### config.mk
export PLATFORM = sky130hd
export DESIGN_NAME = arb2to1_flat
export DESIGN_NICKNAME = d
export VERILOG_FILES = /design/src/rtl/arb2to1_pkg.sv /design/src/rtl/arb2to1_if.sv /design/src/rtl/arb2to1_out_slot.sv /design/src/rtl/arb2to1.sv /design/src/flat_wrapper.sv
export SDC_FILE = /design/constraint.sdc
export NUM_CORES = 1
export LEC_CHECK = 0
export ABC_AREA = 1
export BUFFER_PORTS_ARGS = -buffer_cell sky130_fd_sc_hd__buf_2
export CORE_MARGIN = 4
export CORE_UTILIZATION = 40
export CTS_BUF_LIST = sky130_fd_sc_hd__clkbuf_16
export CTS_CLUSTER_SIZE = 14
export DETAILED_ROUTE_END_ITERATION = 10
export GPL_ROUTABILITY_DRIVEN = 0
export GPL_TIMING_DRIVEN = 1
export PLACE_DENSITY = 0.69
export SYNTH_ARGS = -nofsm -noshare
export SYNTH_HDL_FRONTEND = slang
export SYNTH_SLANG_ARGS = --single-unit
### constraint.sdc
create_clock -name CLK -period 3.8 [get_ports CLK]
set_input_delay 0.19 -clock CLK [delete_from_list [all_inputs] [get_ports CLK]]
set_output_delay 0.19 -clock CLK [all_outputs]
set_load 0.02 [all_outputs]
### src/rtl/arb2to1_pkg.sv
// Shared types and constants for the two-requester burst arbiter.
// The state enum, default sizes and SEL source encoding live here.
package arb2to1_pkg;

    localparam int DEF_WIDTH = 8;
    localparam int DEF_BURST = 4;
    localparam int CNT_W     = 4;

    localparam logic SRC_A = 1'b0;
    localparam logic SRC_B = 1'b1;

    typedef enum logic [1:0] {
        IDLE  = 2'd0,
        GNT_A = 2'd1,
        GNT_B = 2'd2
    } state_t;

endpackage

### src/rtl/arb2to1_if.sv
// Bundle of the two requester channels and the output channel of arb2to1.
// Handshake: a beat moves on a rising edge where VALID and READY are both 1;
// a source holds VALID and DATA stable until that happens, READY never waits on the same cycle's acceptance.
interface arb2to1_if
    import arb2to1_pkg::*;
#(
    parameter int WIDTH = DEF_WIDTH
);
    logic             A_VALID;
    logic [WIDTH-1:0] A_DATA;
    logic             A_READY;
    logic             B_VALID;
    logic [WIDTH-1:0] B_DATA;
    logic             B_READY;
    logic             OUT_VALID;
    logic [WIDTH-1:0] OUT_DATA;
    logic             OUT_READY;
    logic             SEL;

    modport slave (
        input  A_VALID, A_DATA, B_VALID, B_DATA, OUT_READY,
        output A_READY, B_READY, OUT_VALID, OUT_DATA, SEL
    );

    modport master (
        output A_VALID, A_DATA, B_VALID, B_DATA, OUT_READY,
        input  A_READY, B_READY, OUT_VALID, OUT_DATA, SEL
    );
endinterface

### src/rtl/arb2to1_out_slot.sv
// Single-entry output register: loads an accepted beat with its source tag,
// empties when the consumer takes it and nothing new arrives.
module out_slot
    import arb2to1_pkg::*;
#(
    parameter int WIDTH = DEF_WIDTH
) (
    input  logic             clk,
    input  logic             rst_n,
    input  logic             load,
    input  logic [WIDTH-1:0] load_data,
    input  logic             load_sel,
    input  logic             out_ready,
    output logic             out_valid,
    output logic [WIDTH-1:0] out_data,
    output logic             out_sel
);

    logic             valid_q, valid_d;
    logic [WIDTH-1:0] data_q,  data_d;
    logic             sel_q,   sel_d;

    always_comb begin
        valid_d = valid_q;
        data_d  = data_q;
        sel_d   = sel_q;
        if (load) begin
            valid_d = 1'b1;
            data_d  = load_data;
            sel_d   = load_sel;
        end else if (out_ready) begin
            valid_d = 1'b0;
        end
    end

    always_ff @(posedge clk or negedge rst_n) begin
        if (!rst_n) begin
            valid_q <= 1'b0;
            data_q  <= '0;
            sel_q   <= SRC_A;
        end else begin
            valid_q <= valid_d;
            data_q  <= data_d;
            sel_q   <= sel_d;
        end
    end

    assign out_valid = valid_q;
    assign out_data  = data_q;
    assign out_sel   = sel_q;

endmodule

### src/rtl/arb2to1.sv
// Two-requester burst arbiter: grants A or B for up to BURST beats, alternating
// on contention, and feeds a one-entry output register tagged with the source.
module arb2to1
    import arb2to1_pkg::*;
#(
    parameter int WIDTH = DEF_WIDTH,
    parameter int BURST = DEF_BURST
) (
    input  logic             CLK,
    input  logic             RST_N,
    arb2to1_if.slave         bus,
    output state_t           dbg_state,
    output logic [CNT_W-1:0] dbg_cnt
);

    state_t           state_q, state_d;
    logic [CNT_W-1:0] cnt_q,   cnt_d;
    logic             last_q,  last_d;

    logic             out_valid;
    logic             slot_free;
    logic             a_ready, b_ready;
    logic             src_b;
    logic             gnt_valid, oth_valid;
    logic             accept;
    logic [CNT_W-1:0] cnt_inc;
    logic [WIDTH-1:0] load_data;

    always_comb begin
        slot_free = !out_valid || bus.OUT_READY;
        a_ready   = (state_q == GNT_A) && slot_free;
        b_ready   = (state_q == GNT_B) && slot_free;
        src_b     = (state_q == GNT_B);
        gnt_valid = src_b ? bus.B_VALID : bus.A_VALID;
        oth_valid = src_b ? bus.A_VALID : bus.B_VALID;
        accept    = (a_ready && bus.A_VALID) || (b_ready && bus.B_VALID);
        cnt_inc   = cnt_q + CNT_W'(1);
        load_data = src_b ? bus.B_DATA : bus.A_DATA;
    end

    always_comb begin
        state_d = state_q;
        cnt_d   = cnt_q;
        last_d  = last_q;
        case (state_q)
            IDLE: begin
                // On a tie, the side that was not served last goes first.
                if (bus.A_VALID && (!bus.B_VALID || last_q == SRC_B)) begin
                    state_d = GNT_A;
                end else if (bus.B_VALID) begin
                    state_d = GNT_B;
                end
            end
            GNT_A, GNT_B: begin
                // A full output slot freezes everything; only free cycles count.
                if (slot_free) begin
                    if (accept) begin
                        last_d = src_b ? SRC_B : SRC_A;
                        cnt_d  = cnt_inc;
                    end
                    if (!gnt_valid || cnt_inc == CNT_W'(BURST)) begin
                        cnt_d = '0;
                        if (oth_valid) begin
                            state_d = src_b ? GNT_A : GNT_B;
                        end else if (!gnt_valid) begin
                            state_d = IDLE;
                        end
                    end
                end
            end
            default: begin
                state_d = IDLE;
                cnt_d   = '0;
            end
        endcase
    end

    always_ff @(posedge CLK or negedge RST_N) begin
        if (!RST_N) begin
            state_q <= IDLE;
            cnt_q   <= '0;
            last_q  <= SRC_B;
        end else begin
            state_q <= state_d;
            cnt_q   <= cnt_d;
            last_q  <= last_d;
        end
    end

    out_slot #(
        .WIDTH (WIDTH)
    ) u_out_slot (
        .clk       (CLK),
        .rst_n     (RST_N),
        .load      (accept),
        .load_data (load_data),
        .load_sel  (src_b ? SRC_B : SRC_A),
        .out_ready (bus.OUT_READY),
        .out_valid (out_valid),
        .out_data  (bus.OUT_DATA),
        .out_sel   (bus.SEL)
    );

    assign bus.OUT_VALID = out_valid;
    assign bus.A_READY   = a_ready;
    assign bus.B_READY   = b_ready;
    assign dbg_state     = state_q;
    assign dbg_cnt       = cnt_q;

endmodule

### src/flat_wrapper.sv
// flat-port wrapper written by rule: the top's interface ports become plain ports
module arb2to1_flat import arb2to1_pkg::*;
#(
    parameter int WIDTH = DEF_WIDTH,
    parameter int BURST = DEF_BURST
)
  (CLK, RST_N, dbg_state, dbg_cnt, bus_A_VALID, bus_A_DATA, bus_B_VALID, bus_B_DATA, bus_OUT_READY, bus_A_READY, bus_B_READY, bus_OUT_VALID, bus_OUT_DATA, bus_SEL);
  arb2to1_if #(.WIDTH(WIDTH)) bus_i ();
  input  logic CLK;
  input  logic RST_N;
  output state_t dbg_state;
  output logic [CNT_W-1:0] dbg_cnt;
  input wire logic [$bits(bus_i.A_VALID)-1:0] bus_A_VALID;
  input wire logic [$bits(bus_i.A_DATA)-1:0] bus_A_DATA;
  input wire logic [$bits(bus_i.B_VALID)-1:0] bus_B_VALID;
  input wire logic [$bits(bus_i.B_DATA)-1:0] bus_B_DATA;
  input wire logic [$bits(bus_i.OUT_READY)-1:0] bus_OUT_READY;
  output wire logic [$bits(bus_i.A_READY)-1:0] bus_A_READY;
  output wire logic [$bits(bus_i.B_READY)-1:0] bus_B_READY;
  output wire logic [$bits(bus_i.OUT_VALID)-1:0] bus_OUT_VALID;
  output wire logic [$bits(bus_i.OUT_DATA)-1:0] bus_OUT_DATA;
  output wire logic [$bits(bus_i.SEL)-1:0] bus_SEL;
  assign bus_i.A_VALID = bus_A_VALID;
  assign bus_i.A_DATA = bus_A_DATA;
  assign bus_i.B_VALID = bus_B_VALID;
  assign bus_i.B_DATA = bus_B_DATA;
  assign bus_i.OUT_READY = bus_OUT_READY;
  assign bus_A_READY = bus_i.A_READY;
  assign bus_B_READY = bus_i.B_READY;
  assign bus_OUT_VALID = bus_i.OUT_VALID;
  assign bus_OUT_DATA = bus_i.OUT_DATA;
  assign bus_SEL = bus_i.SEL;
  arb2to1 #(.WIDTH(WIDTH), .BURST(BURST)) u_core (.CLK(CLK), .RST_N(RST_N), .bus(bus_i), .dbg_state(dbg_state), .dbg_cnt(dbg_cnt));
endmodule
==> flow_summary.ini, run 1 <==
[timing]
fmax_mhz = 493
slew_headroom = 0.690
setup_tns_ns = 0
setup_viol = 0
worst_pin_slew_ns = 0.465
drv_slew = 0
period_share = 0.533
period_needed_ns = 2.03
whs_ns = 0.200
setup_slack_ns = 1.77
finalHoldViolCount = 0
skew_ns = 0.00168
rsz0062_at_grt = false

[synthesis]
ys_seq_area_frac = 0.420
syn_nets = 162
yosys_warnings = 0
avgSynthCellArea_um2 = 7.47
netlist.area_leader.share = 0.394
synth.ff_latch_count = 17
synthTopCellsByArea = dfrtp_1, nand2_1, nor2_1
ys_types = 22
yosysTopAreaCell = dfrtp_1
synthCells = 136
syn_area_um2 = 1020

[cells_and_area]
final_common_cell = nand2_1
final_layout_size_suffix_gt1_frac = 0.295
stdcell_area_um2 = 1310
diodes = 0
layout_common_cells = nand2_1, buf_2, nor2_1
area_growth_pct = 28.8
nNetsFinal = 203

[hold_path]
min_from = bus_B_DATA[4]
hp-class = primary input to flip-flop

[power]
leakagePower_nw = 0.712
power.density_nw_per_um2 = 831
ir_drop_mv = 0.447
power_mw = 1.09

[route]
num_vias = 990
ant_nets = 0
wl_per_cell_um = 11.1
drtPass1Iterations = 4
drc = 0
routed_wl_mm = 2.27
viasPerCell = 4.85
drt_iter0_markers = 14

[placement]
postPlaceCellArea_um2 = 1220
dp_hpwl_mm = 1.78
pre_cts_slack_ns = 1.77
io_buffers = 38

[setup_path]
cp-startpoint = u_core.dbg_state[0]$_DFFE_PN0P_
cp-end-kind = flip-flop
start_kind = flip-flop
worstPathMaxFanout = 14
r2r-start = u_core.dbg_state[0]$_DFFE_PN0P_
cp.arrival_ns = 2.16
required_ns = 3.94
r2r_slack_ns = 1.77
setup.worst_path.class = flip-flop to flip-flop

[grt]
grt_max_degree = 19
grt_pass1_wl_mm = 3.86
grt-ovfl-total = 0
antenna_found_initial = 0
grtUsageTotal = 0.144
grt_pass1_vias = 909

[clock_network]
clock-sinks = 17
clk_latency_ns = 0.25
cts-root-buf = clkbuf_16
cts_tree = built
cts.clk_slew.worst_paths_ns = 0.05
htreeDepth = 1
post_cts_buffers = 0
cts_buffer_depth = 2
cts_buffers = 3

[die]
die_w_um = 58.4
die_y_um = 58.4
start_util = 0.438
ios = 39
core-area_um2 = 2320
dieArea_um2 = 3410
num_rows = 17

[run_status]
run_status = finished clean

[job]
cap_violations = 0
-- cells in the mapped netlist --
master / count
a21oi_1: 3
a22oi_1: 1
a31oi_1: 7
a31oi_2: 1
buf_2: 2
buf_6: 1
clkinv_4: 1
dfrtp_1: 16
dfstp_2: 1
ha_1: 5
inv_1: 13
inv_2: 1
nand2_1: 45
nand2_2: 3
nand3_1: 12
nand3_2: 1
nand4_1: 1
nor2_1: 17
nor2_2: 2
nor2_4: 1
o21ai_0: 1
xnor2_1: 1
-- routing by layer --
layer	track usage	up-vias	wire, um
met5	0	-	0
met4	0.0497	0	7
met3	0.0263	2	155
met2	0.236	26	1070
met1	0.191	445	1040
li1	-	517	-
-- area by class of cell --
| class | count | area (um2) |
|---|---|---|
| Tap cell | 28 | 35.0 |
| Timing Repair Buffer | 39 | 200 |
| Inverter | 15 | 61.3 |
| Fill cell | 222 | 1010 |
| Multi-Input combinational cell | 101 | 507 |
| Clock inverter | 1 | 3.75 |
| Clock buffer | 3 | 75.1 |
| Sequential cell | 17 | 427 |
-- repair_timing --
item,in CTS,in global routing
endpoints found under the hold margin,16,0
gates resized for setup,0,0
hold buffers,1,0
-- final timing paths --
path                                                                   to  cells past startpoint
worst max register to register              u_core.dbg_cnt[2]$_DFFE_PN0P_                     11
worst min register to register                  u_core.last_q$_DFFE_PN1P_                      2
worst min-delay path            u_core.u_out_slot.out_data[4]$_DFFE_PN0N_                      3
max in group asynchronous                       u_core.last_q$_DFFE_PN1P_                      2
min in group asynchronous       u_core.u_out_slot.out_data[6]$_DFFE_PN0N_                      2
worst max-delay path                        u_core.dbg_cnt[2]$_DFFE_PN0P_                     11
-- worst max-delay path: stages, from the launching register on --
cell	delay, ns
dfrtp_1	0.42
inv_1	0.10
ha_1	0.45
inv_1	0.29
nand2_1	0.11
nand2_1	0.05
nand2_1	0.11
inv_2	0.06
nand3_2	0.12
nand2_2	0.10
nand2_1	0.07
nand2_1	0.05
-- per-stage QoR --
stage / std cells / util
5_1_grt: 204 / 0.564
3_5_place_dp: 199 / 0.526
4_1_cts: 204 / 0.564
6_report: 204 / 0.564
2_1_floorplan: 136 / -
3_3_place_gp: 199 / 0.526
-- cell families (layout without fill, tap and decap cells) --
| group | Yosys count | in the layout | synth area share |
|---|---|---|---|
| buf+inv | 18 | 58 | 0.0813 |
| fa+ha+maj | 5 | 5 | 0.0616 |
| flops | 17 | 17 | 0.420 |
| simple gates | 82 | 82 | 0.346 |
| xor+xnor | 1 | 1 | 0.00862 |
| compound gates | 13 | 13 | 0.0825 |
-- report_power, final --
part	internal, mW	leakage (nW)	total [mW]	switching, mW
registers	0.261	0.204	0.308	0.0467
logic	0.192	0.465	0.573	0.381
clock network	0.140	0.0423	0.207	0.0677
-- registers in the layout (all words and copies together), names as in the netlist --
signal,cells
u_core.last_q,1
u_core.u_out_slot.out_sel,1
u_core.dbg_state,2
u_core.u_out_slot.out_valid,1
u_core.u_out_slot.out_data,8
u_core.dbg_cnt,4
Note: power is estimated with default switching activity, not from simulation.
==> run 2, diff against run 1 <==
PLACE_DENSITY = 0.72   (was 0.69)
clock period = 1.8 ns   (was 3.8 ns; I/O delays follow)
==> run 2 against run 1 <==
  * Final area is 1.2% higher
  * Clock skew down 0.00089 ns
  * Worst setup slack worse by 1.6 ns
  * Flip-flop and latch count unchanged
  * Die area is the same
  * Global-route usage up 0.75 points
  * Largest cell class unchanged
  * Worst hold slack lost 0.091 ns
  * Core utilization grew 0.70 points
==> flow_summary.ini, run 2 (same netlist as run 1, synthesis figures left out) <==
[route]
drt_iter0_markers = 74
routed_wl_mm = 2.48
ant_nets = 0
viasPerCell = 4.83
wl_per_cell_um = 12.0
drtPass1Iterations = 4
drc = 0
num_vias = 994

[placement]
io_buffers = 38
pre_cts_slack_ns = 0.246
dp_hpwl_mm = 1.84
placed_cells = 201

[setup_path]
required_ns = 1.71
cp_common_cell = inv_1
path_buf_inv = 4
slowest_delay_ns = 0.42
crit_path_cell_trace = inv_1 -> ha_1 -> inv_1 -> buf_4 -> nor2_1 -> buf_2
setup.worst_path.class = flip-flop to output pin
path_delay_family = buffers and inverters
cp-end-kind = output pin
cp.arrival_ns = 1.54
r2r_slack_ns = 0.17
worstPathMaxFanout = 10
start_kind = flip-flop
slowest_stage = dfrtp_1

[grt]
grt_max_degree = 19
grtUsageTotal = 0.152
antenna_found_initial = 0
grt_pass1_vias = 970
grt_pass1_wl_mm = 4.03
grt-ovfl-total = 0

[clock_network]
cts_resized = 0
cts_tree = built
htreeDepth = 1
cts-root-buf = clkbuf_16
cts_buffer_depth = 2
cts_buffers = 3
clk_latency_ns = 0.24
cts.clk_slew.worst_paths_ns = 0.05
clock-sinks = 17

[power]
clockPowerShare = 0.187
internal_power_mw = 1.28
combPwrFrac = 0.538
switching_power_mw = 1.08
seq_power_share = 0.275
power.density_nw_per_um2 = 1780
ir_drop_mv = 1.21
leakagePower_nw = 0.720
switching_share = 0.459

[die]
die_w_um = 58.4
start_util = 0.438
num_rows = 17
dieArea_um2 = 3410
core-area_um2 = 2320
ios = 39
die_y_um = 58.4

[cells_and_area]
layout_common_cells = nand2_1, buf_2, nor2_1
fin_cells = 206
multi_input_area_um2 = 507
area_growth_pct = 30.4
diodes = 0
final_layout_size_suffix_gt1_frac = 0.309
fill_cells = 216
finish.utilization = 0.572
largest_reg_flops = 8
final_common_cell = nand2_1
ff_latch_area_um2 = 427
nNetsFinal = 205

[timing]
setup_tns_ns = 0
worst_pin_slew_ns = 0.373
period_share = 0.906
period_needed_ns = 1.63
finalHoldViolCount = 0
skew_ns = 0.000787
whs_ns = 0.109
rsz0062_at_grt = false
setup_viol = 0
setup_slack_ns = 0.168
fmax_mhz = 613
drv_slew = 0
slew_headroom = 0.751

[job]
cap_violations = 0

[hold_path]
hp-class = primary input to flip-flop

[run_status]
run_status = finished clean
[run 2: metrics by stage]
stage | instance area [um2] | power (mW)
6_report | 1330 | 2.36
5_1_grt | 1330 | 2.57
4_1_cts | 1330 | 2.38
3_5_place_dp | 1230 | 1.92
3_3_place_gp | 1230 | 1.88
2_1_floorplan | 1020 | 1.56
[run 2: power by group through the flow]
| stage | sequential [mW] | clock, mW | combinational, mW |
|---|---|---|---|
| after floorplan | 0.830 | 0 | 0.734 |
| after global placement | 0.648 | 0 | 1.23 |
| after detailed placement | 0.656 | 0 | 1.27 |
| after CTS | 0.650 | 0.451 | 1.28 |
| after global routing | 0.675 | 0.476 | 1.41 |
| final | 0.649 | 0.442 | 1.27 |
[run 2: timing repair]
| action | CTS | global route |
|---|---|---|
| hold buffers | 1 | 0 |
| hold endpoints to repair | 16 | 0 |
| setup endpoints to repair | 0 | 0 |
| setup buffers | 0 | 0 |
[run 2: worst min-delay path, stage by stage]
cell	delay, ns
buf_2	0.09
nand2_1	0.05
a31oi_1	0.07
[run 2: final timing paths]
path                                            startpoint  cells past startpoint                                        end
max                        u_core.dbg_state[0]$_DFFE_PN0P_                      6                                bus_B_READY
max in group asynchronous                            RST_N                      2                  u_core.last_q$_DFFE_PN1P_
min                                          bus_A_DATA[0]                      3  u_core.u_out_slot.out_data[0]$_DFFE_PN0N_
max reg2reg                u_core.dbg_state[0]$_DFFE_PN0P_                     11            u_core.dbg_state[0]$_DFFE_PN0P_
min reg2reg                      u_core.last_q$_DFFE_PN1P_                      2                  u_core.last_q$_DFFE_PN1P_
min in group asynchronous                            RST_N                      2  u_core.u_out_slot.out_data[2]$_DFFE_PN0N_
[run 2: layout make-up]
cell class,count,area share
clock buffer,3,0.0567
clock inverter,1,0.00378
inverter,15,0.0463
multi-input combinational,101,0.382
sequential,17,0.322
tap,28,0.0264
timing repair buffer,41,0.162
[run 2: routing by layer]
| metal | share of wire | routed length [um] | vias to the layer above | GRT usage |
|---|---|---|---|---|
| li1 | - | - | 513 | - |
| met1 | 0.41 | 1020 | 451 | 0.181 |
| met2 | 0.50 | 1250 | 28 | 0.266 |
| met3 | 0.076 | 188 | 2 | 0.0395 |
| met4 | 0.0065 | 16 | 0 | 0.0464 |
| met5 | 0 | 0 | - | 0 |
